--- config.mk ---
export PLATFORM = sky130hd
export DESIGN_NAME = alu_regfile_flat
export DESIGN_NICKNAME = d
export VERILOG_FILES = /design/src/rtl/alu_pkg.sv /design/src/rtl/alu_regfile_if.sv /design/src/rtl/alu_scoreboard.sv /design/src/rtl/alu_regfile.sv /design/src/flat_wrapper.sv
export SDC_FILE = /design/constraint.sdc
export NUM_CORES = 2
export LEC_CHECK = 0
export CAP_MARGIN = 20
export CORE_ASPECT_RATIO = 0.5
export CORE_MARGIN = 2
export CORE_UTILIZATION = 40
export CTS_CLUSTER_DIAMETER = 100
export DETAILED_ROUTE_END_ITERATION = 10
export HOLD_SLACK_MARGIN = 0.06
export PLACE_DENSITY = 0.56
export REMOVE_ABC_BUFFERS = 1
export SYNTH_ARGS = -nofsm -noshare
export SYNTH_HDL_FRONTEND = slang
export SYNTH_SLANG_ARGS = --single-unit
--- constraint.sdc ---
create_clock -name clk -period 2.8 [get_ports clk]
set_clock_uncertainty 0.1 [all_clocks]
set_input_delay 0.42 -clock clk [delete_from_list [all_inputs] [get_ports clk]]
set_output_delay 0.42 -clock clk [all_outputs]
set_load 0.01 [all_outputs]
--- src/rtl/alu_pkg.sv ---
// rtl/alu_pkg.sv - shared ALU parameters, register-zero constant and display helper
package alu_pkg;

    localparam int XLEN = 32;
    localparam int NREG = 32;
    localparam int AW   = 5;

    localparam logic [AW-1:0] REG_ZERO = '0;

    // Sign-extend an XLEN value to 64 bits for signed printing in benches
    function automatic longint sext(input logic [XLEN-1:0] v);
        return longint'({{(64-XLEN){v[XLEN-1]}}, v});
    endfunction

endpackage

--- src/rtl/alu_regfile_if.sv ---
// rtl/alu_regfile_if.sv - operand read, issue and writeback bus of the register file
interface alu_regfile_if;
    import alu_pkg::*;

    logic [AW-1:0]   rs1_addr;
    logic [AW-1:0]   rs2_addr;
    logic [XLEN-1:0] rs1;
    logic [XLEN-1:0] rs2;
    logic            rs1_ready;
    logic            rs2_ready;
    logic            issue_valid;
    logic [AW-1:0]   issue_rd;
    logic            issue_ready;
    logic            wb_valid;
    logic [AW-1:0]   wb_addr;
    logic [XLEN-1:0] wb_data;

    modport master (
        output rs1_addr, rs2_addr, issue_valid, issue_rd, wb_valid, wb_addr, wb_data,
        input  rs1, rs2, rs1_ready, rs2_ready, issue_ready
    );

    modport slave (
        input  rs1_addr, rs2_addr, issue_valid, issue_rd, wb_valid, wb_addr, wb_data,
        output rs1, rs2, rs1_ready, rs2_ready, issue_ready
    );

endinterface

--- src/rtl/alu_scoreboard.sv ---
// rtl/alu_scoreboard.sv - per-register busy tracking and issue acceptance
module alu_scoreboard
    import alu_pkg::*;
(
    input  logic            clk,
    input  logic            rst,
    input  logic            issue_valid,
    input  logic [AW-1:0]   issue_rd,
    input  logic            wb_valid,
    input  logic [AW-1:0]   wb_addr,
    output logic            issue_ready,
    output logic [NREG-1:0] busy
);

    logic [NREG-1:0] busy_q;

    assign busy = busy_q;

    // A claim is accepted if the register is free or is being freed right now
    always_comb begin
        issue_ready = (issue_rd == REG_ZERO) || !busy_q[issue_rd]
                   || (wb_valid && wb_addr == issue_rd);
    end

    // Writeback clears, a new claim sets; the claim is applied last so it wins
    always_ff @(posedge clk) begin
        if (rst) begin
            busy_q <= '0;
        end else begin
            if (wb_valid && wb_addr != REG_ZERO)
                busy_q[wb_addr] <= 1'b0;
            if (issue_valid && issue_ready && issue_rd != REG_ZERO)
                busy_q[issue_rd] <= 1'b1;
        end
    end

endmodule

--- src/rtl/alu_regfile.sv ---
// rtl/alu_regfile.sv - operand register file with write-through bypass and scoreboard
module alu_regfile
    import alu_pkg::*;
(
    input  logic        clk,
    input  logic        rst,
    alu_regfile_if.slave bus
);

    logic [XLEN-1:0] regs [NREG];
    logic [NREG-1:0] busy;
    logic            issue_ready;
    logic [XLEN-1:0] rs1_q, rs2_q;
    logic            rs1_ready_q, rs2_ready_q;
    logic            wb_hit1, wb_hit2;

    alu_scoreboard u_scoreboard (
        .clk         (clk),
        .rst         (rst),
        .issue_valid (bus.issue_valid),
        .issue_rd    (bus.issue_rd),
        .wb_valid    (bus.wb_valid),
        .wb_addr     (bus.wb_addr),
        .issue_ready (issue_ready),
        .busy        (busy)
    );

    assign bus.issue_ready = issue_ready;
    assign bus.rs1         = rs1_q;
    assign bus.rs2         = rs2_q;
    assign bus.rs1_ready   = rs1_ready_q;
    assign bus.rs2_ready   = rs2_ready_q;

    // Same-cycle writeback matches per source port
    always_comb begin
        wb_hit1 = bus.wb_valid && (bus.wb_addr == bus.rs1_addr);
        wb_hit2 = bus.wb_valid && (bus.wb_addr == bus.rs2_addr);
    end

    // Data array; register 0 is never written so it stays zero after reset
    always_ff @(posedge clk) begin
        if (rst) begin
            for (int i = 0; i < NREG; i++)
                regs[i] <= '0;
        end else if (bus.wb_valid && bus.wb_addr != REG_ZERO) begin
            regs[bus.wb_addr] <= bus.wb_data;
        end
    end

    // Registered operand read with write-through bypass of the current writeback
    always_ff @(posedge clk) begin
        if (rst) begin
            rs1_q       <= '0;
            rs2_q       <= '0;
            rs1_ready_q <= 1'b1;
            rs2_ready_q <= 1'b1;
        end else begin
            rs1_q       <= (wb_hit1 && bus.rs1_addr != REG_ZERO) ? bus.wb_data : regs[bus.rs1_addr];
            rs2_q       <= (wb_hit2 && bus.rs2_addr != REG_ZERO) ? bus.wb_data : regs[bus.rs2_addr];
            rs1_ready_q <= !busy[bus.rs1_addr] || wb_hit1;
            rs2_ready_q <= !busy[bus.rs2_addr] || wb_hit2;
        end
    end

endmodule

--- src/flat_wrapper.sv ---
// flat-port wrapper written by rule: the top's interface ports become plain ports
module alu_regfile_flat import alu_pkg::*;
  (clk, rst, bus_rs1_addr, bus_rs2_addr, bus_issue_valid, bus_issue_rd, bus_wb_valid, bus_wb_addr, bus_wb_data, bus_rs1, bus_rs2, bus_rs1_ready, bus_rs2_ready, bus_issue_ready);
  alu_regfile_if bus_i ();
  input  logic clk;
  input  logic rst;
  input wire logic [$bits(bus_i.rs1_addr)-1:0] bus_rs1_addr;
  input wire logic [$bits(bus_i.rs2_addr)-1:0] bus_rs2_addr;
  input wire logic [$bits(bus_i.issue_valid)-1:0] bus_issue_valid;
  input wire logic [$bits(bus_i.issue_rd)-1:0] bus_issue_rd;
  input wire logic [$bits(bus_i.wb_valid)-1:0] bus_wb_valid;
  input wire logic [$bits(bus_i.wb_addr)-1:0] bus_wb_addr;
  input wire logic [$bits(bus_i.wb_data)-1:0] bus_wb_data;
  output wire logic [$bits(bus_i.rs1)-1:0] bus_rs1;
  output wire logic [$bits(bus_i.rs2)-1:0] bus_rs2;
  output wire logic [$bits(bus_i.rs1_ready)-1:0] bus_rs1_ready;
  output wire logic [$bits(bus_i.rs2_ready)-1:0] bus_rs2_ready;
  output wire logic [$bits(bus_i.issue_ready)-1:0] bus_issue_ready;
  assign bus_i.rs1_addr = bus_rs1_addr;
  assign bus_i.rs2_addr = bus_rs2_addr;
  assign bus_i.issue_valid = bus_issue_valid;
  assign bus_i.issue_rd = bus_issue_rd;
  assign bus_i.wb_valid = bus_wb_valid;
  assign bus_i.wb_addr = bus_wb_addr;
  assign bus_i.wb_data = bus_wb_data;
  assign bus_rs1 = bus_i.rs1;
  assign bus_rs2 = bus_i.rs2;
  assign bus_rs1_ready = bus_i.rs1_ready;
  assign bus_rs2_ready = bus_i.rs2_ready;
  assign bus_issue_ready = bus_i.issue_ready;
  alu_regfile u_core (.clk(clk), .rst(rst), .bus(bus_i));
endmodule
==> impl_metrics.csv <==
group,metric,value,unit
sta,relSlewSlack,30.3,%
global_route,antenna_found_initial,20,
synth,synth.yosys.seq_area_share,54.2,%
drt,top_layer,"met4",
die,row_count,100,
setup_path,worstPathArrival,2.13,ns
synth,synth.cell_area,60300,um^2
global_route,gr-total-overflow,0,
die,core,149000,um^2
die,ios,123,
sta,setup_viol,0,
sta,fin_crit,2.65,ns
clocking,clockBufferDepth,3,
sta,rsz0062_at_grt,"no",
synth,ys_top_cells_by_area,"edfxtp_1 51%, and2_1 10%, mux4_2 10%",
min_path,hold_class,"primary input to register",
drt,wl,246000,um
cells_and_area,design_area,72200,um^2
synth,synth-async-reset-ratio,0,%
power_and_ir_drop,leakagePower,0.0264,uW
placement,io_buffers,122,
sta,finalHoldViolCount,0,
global_route,grt_max_degree,41,
drt,dr.pass1.iters,6,
sta,fin_crit_sh,94.7,%
placement,gp_congestion,0.925,
sta,drv_slew,0,
global_route,grt_pass1_wl,338000,um
drt,met1Wirelength,99600,um
drt,drc,0,
clocking,cts_made_buffers,111,
sta,tightestPinTransition,1.04,ns
sta,timing.fmax,377,MHz
cells_and_area,drive_gt1_share,23.2,%
drt,ant_nets,0,
synth,avgSynthCellArea,13.4,um^2
synth,synth_top_area_cell,"edfxtp_1",
setup_path,path_class,"register to primary output",
global_route,grt_pass1_vias,43500,
clocking,path_clk_slew,0.07,ns
die,die_h,279,um
drt,dr_wl_met2,106000,um
synth,synth.most_common_cell,"edfxtp_1",
placement,postPlaceCellArea,68400,um^2
drt,avgViaCountPerCell,6.42,
synth,synth_top_area_share,51.0,%
clocking,cts_root_buffer,"clkbuf_16",
synth,synth_ff_type,"edfxtp_1",
synth,yosysWarnings,0,
setup_path,endpoint_kind,"primary output",
die,dieArea,154000,um^2
clocking,cts_tree,"built",
placement,dp_cells,6718,
clocking,clock_sinks,1122,
drt,first_iter_violations,7174,
job,maxCapViolations,0,
cells_and_area,area_growth,19.7,%
setup_path,cp.required,2.28,ns
status,status,"finished clean",
setup_path,start_kind,"register",
cells_and_area,final_cells,6935,
drt,wl_met3,30600,um
placement,dp_hpwl,163000,um
die,initial_core_util,40.4,%
die,die_x,553,um
synth,synth_cell_types,68,
clocking,clock_latency,0.76,ns
drt,wl_per_cell,35.4,um
synth,ys_seq_elements,1122,
power_and_ir_drop,p_per_area,575,nW/um^2
power_and_ir_drop,p_total,41500,uW
synth,synth_edf_count,1024,
synth,postSynthCellCount,4486,
cells_and_area,finalNetCount,4901,
power_and_ir_drop,vdd_drop_max,572,uV
setup_path,crit_fanout,4,
drt,num_vias,44500,
clocking,htreeDepth,3,
synth,synthTopCellsByCount,"1024 x edfxtp_1, 999 x and2_1, 486 x mux2i_1",
global_route,track_usage,31.3,%
routing by layer:
layer  vias up  global-route usage, %
met2      3148                   46.6
met4         0                   10.7
met1     22900                   44.2
met3       510                   8.15
li1      17900                      -
met5         -                      0
worst paths after layout:
| check | end | from | depth (start not counted) | slack, ns |
|---|---|---|---|---|
| setup reg to reg | u_core.bus.rs1[13]$_SDFF_PP0_ | u_core.regs[20][13]$_SDFFCE_PN0P_ | 6 | 0.60 |
| setup / recovery | bus_issue_ready | u_core.u_scoreboard.busy[21]$_SDFF_PP0_ | 6 | 0.15 |
| hold reg to reg | u_core.u_scoreboard.busy[0]$_SDFF_PP0_ | u_core.u_scoreboard.busy[0]$_SDFF_PP0_ | 1 | 0.42 |
| hold / removal | u_core.regs[0][6]$_SDFFCE_PN0P_ | rst | 2 | 0.14 |
logic make-up (layout without fill, tap and decap cells):
family / count (synthesis) / after routing / share of synthesized area (%)
other cells: 1 / 42 / 0.00622
flops: 1122 / 1122 / 54.2
compound gates: 675 / 675 / 8.81
mux: 779 / 779 / 18.7
simple gates: 1386 / 1386 / 13.5
buf+inv: 508 / 927 / 4.55
xor+xnor: 15 / 15 / 0.218
what timing repair did:
action	CTS	global route
pin swaps	2	3
hold buffers	0	0
cloned	1	0
buffers inserted	2	0
resized for setup	8	10
setup endpoints to repair	1	1
where the power goes:
part	switching, uW	internal, uW
clock network	6930	8880
registers	515	19200
logic	3480	2500
sequential cells by signal, summed over array words and instances (netlist names):
| register | count |
|---|---|
| u_core.bus.rs2_ready | 1 |
| u_core.bus.rs1 | 32 |
| u_core.u_scoreboard.busy | 32 |
| u_core.bus.rs2 | 32 |
| u_core.regs | 1024 |
| u_core.bus.rs1_ready | 1 |
worst max-delay path: stages, from the launching register on:
cell and delay (ns):
dfxtp_4 0.36, mux2_2 0.28, a221oi_2 0.25, nand4b_1 0.18, nand3_2 0.12, a21o_1 0.08, buf_2 0.12
cell type report:
type	count	area, um^2
fillers	12900	77100
flip-flops and latches	1122	32700
multi-input cells	2887	25300
repair buffers	685	7840
clock buffers	160	3170
well taps	1989	2490
clock inverters	44	531
inverters	38	144
diodes	10	25.0
stage by stage:
step	hold slack [ns]	setup TNS [ns]	util (%)	setup slack [ns]
after floorplan	0.361	-64.12	-	-1.16
after global placement	0.398	-2.26	45.8	-0.488
final	0.144	0	48.4	0.149
after global routing	0.108	0	48.4	0.0607
after detailed placement	0.403	-1.94	45.8	-0.390
after CTS	0.0976	0	48.3	0.00487
placed cells by master, fill, tap and decap left out, types with 34 or more instances in the layout:
cell	n
edfxtp_1	1024
and2_1	996
mux2i_1	486
buf_4	377
mux4_2	270
buf_12	189
a221oi_1	172
clkbuf_16	113
clkdlybuf4s50_1	107
nor2_1	103
dfxtp_1	96
a211oi_1	87
nor3_1	78
a21oi_1	77
o21ai_0	58
a22oi_1	47
a221o_1	42
a32o_1	40
nand3_1	34
Note: power is estimated with default switching activity, not from simulation.
